### config.mk
export PLATFORM = sky130hd
export DESIGN_NAME = trng_vn_packer
export DESIGN_NICKNAME = d
export VERILOG_FILES = /design/src/rtl/trng_vn_packer.sv
export SDC_FILE = /design/constraint.sdc
export NUM_CORES = 1
export LEC_CHECK = 0
export ABC_AREA = 1
export CAP_MARGIN = 20
export CORE_MARGIN = 2
export CORE_UTILIZATION = 54
export CTS_CLUSTER_SIZE = 25
export DETAILED_ROUTE_END_ITERATION = 12
export PLACE_DENSITY_LB_ADDON = 0.25
export SETUP_SLACK_MARGIN = 0.2
export SYNTH_ARGS = -nofsm -noshare
export SYNTH_HDL_FRONTEND = slang
export SYNTH_SLANG_ARGS = --single-unit
### constraint.sdc
create_clock -name clk -period 2.15 [get_ports clk]
set_input_delay 0.43 -clock clk [delete_from_list [all_inputs] [get_ports clk]]
set_output_delay 0.43 -clock clk [all_outputs]
set_load 0.02 [all_outputs]
### src/rtl/trng_vn_packer.sv
`default_nettype none
// ============================================================================
// Module   : trng_vn_packer
// Brief    : Synchronises a raw TRNG bit, de-biases it with a von Neumann
//            corrector, packs the result into words and guards the source
//            with a repetition-count health test.
// Revision : 1.0
// ============================================================================
module trng_vn_packer #(
    parameter int SYNC_STAGES = 2,
    parameter int OUT_WIDTH   = 8,
    parameter int REP_LIMIT   = 32
) (
    input  logic                 clk,
    input  logic                 rst,
    input  logic                 raw_bit,
    input  logic                 sample_en,
    output logic [OUT_WIDTH-1:0] out_data,
    output logic                 out_valid,
    input  logic                 out_ready,
    output logic                 health_fail,
    output logic                 overrun
);

    localparam int CW = (OUT_WIDTH > 1) ? $clog2(OUT_WIDTH) : 1;
    localparam int RW = $clog2(REP_LIMIT + 1);

    localparam logic [CW-1:0] c_cnt_last  = CW'(OUT_WIDTH - 1);
    localparam logic [CW-1:0] c_cnt_one   = CW'(1);
    localparam logic [RW-1:0] c_rep_limit = RW'(REP_LIMIT);
    localparam logic [RW-1:0] c_rep_one   = RW'(1);

    typedef enum logic [0:0] {
        ST_FIRST  = 1'b0,
        ST_SECOND = 1'b1
    } pair_state_t;

    // ------------------------------------------------------------------
    // Synchroniser
    // ------------------------------------------------------------------
    logic [SYNC_STAGES-1:0] r_sync;
    logic                   w_s;

    always_ff @(posedge clk) begin
        if (rst) begin
            r_sync <= '0;
        end else begin
            r_sync <= {r_sync[SYNC_STAGES-2:0], raw_bit};
        end
    end

    assign w_s = r_sync[SYNC_STAGES-1];

    // ------------------------------------------------------------------
    // Repetition-count health test
    // ------------------------------------------------------------------
    logic [RW-1:0] r_rep_cnt;
    logic          r_last;
    logic          r_health_fail;
    logic [RW-1:0] w_rep_next;
    logic          w_trip;

    // A zero count means no sample has been seen yet, so the first sample
    // always starts a fresh run regardless of the reset value of r_last.
    always_comb begin
        w_rep_next = c_rep_one;
        if ((r_rep_cnt != '0) && (w_s == r_last)) begin
            w_rep_next = (r_rep_cnt == c_rep_limit) ? c_rep_limit
                                                    : r_rep_cnt + c_rep_one;
        end
    end

    assign w_trip = sample_en && (w_rep_next == c_rep_limit);

    always_ff @(posedge clk) begin
        if (rst) begin
            r_rep_cnt     <= '0;
            r_last        <= 1'b0;
            r_health_fail <= 1'b0;
        end else if (sample_en) begin
            r_rep_cnt <= w_rep_next;
            r_last    <= w_s;
            if (w_trip) begin
                r_health_fail <= 1'b1;
            end
        end
    end

    // ------------------------------------------------------------------
    // Pair FSM, packer and single-entry output buffer
    // ------------------------------------------------------------------
    pair_state_t            r_state;
    logic                   r_a;
    logic [OUT_WIDTH-2:0]   r_sh;
    logic [CW-1:0]          r_cnt;
    logic [OUT_WIDTH-1:0]   r_out_data;
    logic                   r_out_valid;
    logic                   r_overrun;

    logic                   w_pair_go;
    logic                   w_emit;
    logic                   w_word_done;
    logic                   w_drain;
    logic [OUT_WIDTH-1:0]   w_sh_next;

    // The tripping sample itself is already suppressed, not only later ones.
    assign w_pair_go   = sample_en && !r_health_fail && !w_trip;
    assign w_emit      = w_pair_go && (r_state == ST_SECOND) && (r_a != w_s);
    assign w_word_done = w_emit && (r_cnt == c_cnt_last);
    assign w_drain     = r_out_valid && out_ready;
    assign w_sh_next   = {r_sh, r_a};

    always_ff @(posedge clk) begin
        if (rst) begin
            r_state     <= ST_FIRST;
            r_a         <= 1'b0;
            r_sh        <= '0;
            r_cnt       <= '0;
            r_out_data  <= '0;
            r_out_valid <= 1'b0;
            r_overrun   <= 1'b0;
        end else begin
            if (w_pair_go) begin
                case (r_state)
                    ST_FIRST: begin
                        r_a     <= w_s;
                        r_state <= ST_SECOND;
                    end
                    default: begin
                        r_state <= ST_FIRST;
                    end
                endcase
            end

            if (w_emit) begin
                r_sh  <= w_sh_next[OUT_WIDTH-2:0];
                r_cnt <= w_word_done ? '0 : r_cnt + c_cnt_one;
            end

            if (w_word_done) begin
                if (!r_out_valid || w_drain) begin
                    r_out_data  <= w_sh_next;
                    r_out_valid <= 1'b1;
                end else begin
                    r_overrun <= 1'b1;
                end
            end else if (w_drain) begin
                r_out_valid <= 1'b0;
            end
        end
    end

    assign out_data    = r_out_data;
    assign out_valid   = r_out_valid;
    assign health_fail = r_health_fail;
    assign overrun     = r_overrun;

endmodule
`default_nettype wire

; Word level (Yosys, flattened, before mapping)
; Cells that the tools add are included.
[totals]
regBits = 32
out_inout_bits = 11
elab_cells = 47
[op_classes]
addsub = 2
n_eq_ne = 6
mux = 7
bitwise_logic = 2
n_reduce_logical = 19
[op_table]
columns = cell, n
row1 = $eq 6x6->1 const B, 2
row2 = $mux 6, 2
row3 = $reduce_and 2->1, 5
row4 = $logic_and 1x1->1, 8
row5 = $add 6x1->6 const B, 1
row6 = $reduce_bool 6->1, 1
row7 = $mux 1, 4
row8 = $add 3x1->3 const B, 1
row9 = $eq 3x3->1 const B, 1
row10 = $logic_not 1->1, 3
row11 = $mux 3, 1
row12 = $ne 2x1->1 const B, 1
row13 = $not 1->1, 2
row14 = $reduce_bool 2->1, 1
row15 = $eq 1x1->1, 1
row16 = $logic_or 1x1->1, 1
row17 = $ne 1x1->1, 1

; Depth between registers and ports, before layout
; Gate-level depths: netlist (run 1).
[depth]
depth_word = 12
depth_mapped = 13
ltp_nobuf = 13

; Worst setup path after synthesis (run 1)
; No wires, ideal clock.
[synth_timing]
path_kind = register -> register
startpoint = register r_rep_cnt[0]
endpoint = register r_cnt[2]
arrival_time_ns = 1.554
t_required_ns = 2.021
path_slack_ns = 0.467
stages_incl_launch_ff = 13
synth_period_minus_slack_ns = 1.683
cell_sequence = dfxtp_1 -> inv_1 -> ha_1 -> nand3_1 -> nand2_2 -> inv_2 -> nand2_1 -> nor2_2 -> nand3_2 -> nand3_4 -> buf_6 -> nand3b_1 -> a21oi_2
[synth_via]
elab_chain_cells = 11
[synth_lines]
columns = item, line
row1 = from (decl), 57  ; logic [RW-1:0] r_rep_cnt;
row2 = from (signal assigned), 81  ; r_rep_cnt <= w_rep_next;
row3 = $add 6x1->6 (tied with other cells), 69  ; : r_rep_cnt + c_rep_one;
row4 = $mux 6 / $logic_and 1x1->1 (equally long branches), "68, 67"
row5 = $mux 6 *, 67  ; if ((r_rep_cnt != '0) && (w_s == r_last)) begin
row6 = $eq 6x6->1 *, 73  ; assign w_trip = sample_en && (w_rep_next == c_rep_limit);
row7 = $logic_and 1x1->1 *, 73
row8 = $logic_not 1->1 *, 107  ; assign w_pair_go = sample_en && !r_health_fail && !w_trip;
row9 = $logic_and 1x1->1 *, 107
row10 = $logic_and 1x1->1 * (2 in series), 108  ; assign w_emit = w_pair_go && (r_state == ST_SECOND) && (r_a != w_s);
row11 = $logic_and 1x1->1, 109  ; assign w_word_done = w_emit && (r_cnt == c_cnt_last);
row12 = $mux 3, 137  ; r_cnt <= w_word_done ? '0 : r_cnt + c_cnt_one;
row13 = to (signal assigned), 137
row14 = to (decl), 95  ; logic [CW-1:0] r_cnt;
; Every way passes the cells marked *; elsewhere a longest branch is shown, timed or not.
; A chain may end at the register's enable or synchronous reset.

; Worst setup path after layout (run 1)
[layout_timing]
startpoint = register r_rep_cnt[5]
endpoint = register r_cnt[2]
; The elaborated chain is that of the path after synthesis.

==> results.json, run 1 <==
{
  "fin_crit_ns": 1.87,
  "grt.met1_usage": 0.229,
  "postSynth.asyncResetShare": 0,
  "nNetsFinal": 229,
  "r2r_end": "r_cnt[2]$_SDFFE_PP0P_",
  "place_congestion": 0.930,
  "status": "finished, final reports clean",
  "row_count": 18,
  "ir_drop_mv": 0.547,
  "grt_use_met3": 0.0726,
  "ys.flop_type": "dfxtp_1",
  "clk_root_buffer_cell": "clkbuf_4",
  "tns_ns": 0,
  "hold_violations": 0,
  "postSynthNetCount": 203,
  "start_util": 0.573,
  "relSlewSlack": 0.741,
  "dpl.hpwl_microns": 2150,
  "rr_worst_depth": 12,
  "grt_setup_unrepaired": "true",
  "fin_ws_ns": 0.277,
  "h-tree-depth": 2,
  "layout_commonest_cell": "nor2_1",
  "cap_viol_max_count": 0,
  "avgSynthCellArea_sq_um": 7.38,
  "crit_fanout": 5,
  "finalWirelength_microns": 3000,
  "grtUsageMet2": 0.332,
  "whs_endpoint": "r_sync[1]$_SDFF_PP0_",
  "wl_per_cell_microns": 11.9,
  "netlist_instances": 194,
  "synth_cell_types": 29,
  "p_leak_uw": 0.000719,
  "cts_tree": "done",
  "r2r-start": "r_rep_cnt[5]$_SDFFE_PP0P_",
  "syn_area_sq_um": 1430,
  "timing.final.crit_share": 0.871,
  "numCtsBuffers": 5,
  "holdCritStartpoint": "r_sync[0]$_SDFF_PP0_",
  "hold_depth": 2,
  "firstDrtPassIters": 4,
  "most-common-layout-cells": "34 x nor2_1, 27 x dfxtp_1, 26 x nand2_1, 24 x inv_1, 16 x a21oi_1",
  "viasPerCell": 5.09,
  "synth-seq-cells": 32,
  "critPathRequiredTime_ns": 2.41,
  "synth_edf_count": 0,
  "preCtsSetupSlack_ns": 0.139,
  "dp.cells": 237,
  "clkSlewWorstSetupHoldPaths_ns": 0.10,
  "start_kind": "register",
  "drive_above_1_share": 0.199,
  "hold_class": "reg -> reg",
  "drt-initial-drc-count": 41,
  "critPathKind": "reg -> reg",
  "clock_skew_ns": 0.0142,
  "gr-usage-all-layers": 0.205,
  "fmax_ghz": 0.534,
  "worstMarginPinSlew_ns": 0.387,
  "power.density_nw_per_um2": 613,
  "drc_errors": 0,
  "num_io_pins": 16,
  "seq_area_frac_synth": 0.448,
  "syn2layout_area_growth_pct": 27.2,
  "antenna_found_initial": 0,
  "yosysWarnings": 0,
  "cts_sinks": 32,
  "setup_violations": 0,
  "grt_pass1_wl_microns": 4930,
  "first_global_vias": 1209,
  "drtAntennaViolNets": 0,
  "portBuffers": 15,
  "die_w_microns": 55.5,
  "die-area_sq_um": 3080,
  "cp-end-kind": "register",
  "n_antenna_cell": 0,
  "grt-busiest-layer": "met2",
  "reg2reg_slack_ns": 0.28,
  "clockBufferDepth": 2,
  "grt_overflow": 0,
  "instances_no_fill": 251,
  "fp.coreArea_sq_um": 2500,
  "clk_latency_ns": 0.33,
  "die_h_microns": 55.5,
  "via_count": 1277,
  "slew_viol_final": 0,
  "grt_max_degree": 16,
  "arrival_ns": 2.13
}
synthesized netlist by cell type (2+ instances only):
master	instances	area share
dfxtp_1	32	0.45
clkbuf_1	2	0.0052
o21ai_0	7	0.024
inv_1	26	0.068
nand2_1	27	0.071
xor2_1	2	0.012
nand3_1	15	0.052
a21oi_1	16	0.056
ha_1	4	0.035
o21ai_1	6	0.021
nor2_1	39	0.10
how the worst max path moves through the flow:
stage / startpoint / to / slack, ns
final: r_rep_cnt[5]$_SDFFE_PP0P_ / r_cnt[2]$_SDFFE_PP0P_ / 0.28
after global routing: r_rep_cnt[5]$_SDFFE_PP0P_ / r_cnt[1]$_SDFFE_PP0P_ / 0.11
after CTS: r_rep_cnt[1]$_SDFFE_PP0P_ / out_data[4]$_SDFFE_PP0P_ / 0.20
after detailed placement: sample_en / out_data[1]$_SDFFE_PP0P_ / 0.14
after global placement: sample_en / out_data[1]$_SDFFE_PP0P_ / 0.17
after floorplan: r_rep_cnt[0]$_SDFFE_PP0P_ / r_cnt[2]$_SDFFE_PP0P_ / 0.47
metrics by stage:
stage | cell area (sq um) | hold slack (ns) | total power [uW] | util
after floorplan | 1430 | 0.388 | 712 | -
after CTS | 1680 | 0.416 | 1090 | 0.671
after detailed placement | 1610 | 0.402 | 742 | 0.646
after global placement | 1610 | 0.391 | 736 | 0.646
final | 1820 | 0.415 | 1120 | 0.728
after global routing | 1820 | 0.429 | 1180 | 0.728
cell families (layout without fill, tap and decap cells):
family | after synthesis | after routing | synth area share
flops | 32 | 32 | 0.448
buf+inv | 33 | 59 | 0.0953
fa+ha+maj | 4 | 4 | 0.0350
compound gates | 33 | 33 | 0.123
simple gates | 90 | 91 | 0.287
xor+xnor | 2 | 2 | 0.0122
power breakdown:
group	internal [uW]	switching, uW
combinational	57.5	79.1
sequential	610	18.2
clock	155	195
critical path, stage by stage, from the launching register on:
cell and delay, ns:
dfxtp_1 0.39, inv_1 0.08, nor2_1 0.14, nand3_1 0.13, nand2_1 0.17, nand3_4 0.09
nor2_2 0.12, nand3_2 0.12, nand3_4 0.15, buf_12 0.12, buf_4 0.10, nand2_1 0.06
a21oi_2 0.13
area by class of cell:
class	instances	area (sq um)
clock inverters	2	10.0
fillers	193	679
clock buffers	6	51.3
multi-input cells	130	733
repair buffers	24	230
flip-flops and latches	32	652
inverters	27	106
well taps	30	37.5
state kept, by name, indices dropped and copies added (netlist names):
signal       flops
health_fail      1
r_state          1
r_sync           2
r_sh             7
out_valid        1
r_last           1
overrun          1
r_rep_cnt        6
r_cnt            3
out_data         8
r_a              1
per-layer routing:
metal  up-vias  wire [microns]
li1        664               -
met1       579            1260
met2        23            1560
met3        11              88
met4         0              85
met5         -               0
timing repair:
action                                  CTS  global route
endpoints found under the setup margin    1            20
hold buffers                              0             0
setup buffers                             0             5
cloned                                    0             1
endpoints found under the hold margin     0             0
resized for setup                         1            25
pin swaps                                 0            10
No activity file was read; power rests on OpenSTA's default activity.
==> run 2: changes to the inputs <==
--- a/config.mk
+++ b/config.mk
@@ -9,7 +9,7 @@
 export CAP_MARGIN = 20
 export CORE_MARGIN = 2
 export CORE_UTILIZATION = 54
-export CTS_CLUSTER_SIZE = 25
+export CTS_CLUSTER_SIZE = 10
 export DETAILED_ROUTE_END_ITERATION = 12
 export PLACE_DENSITY_LB_ADDON = 0.25
 export SETUP_SLACK_MARGIN = 0.2
==> results of run 2 <==
Same layout as run 1: the final DEF is identical, and so are final timing and power.
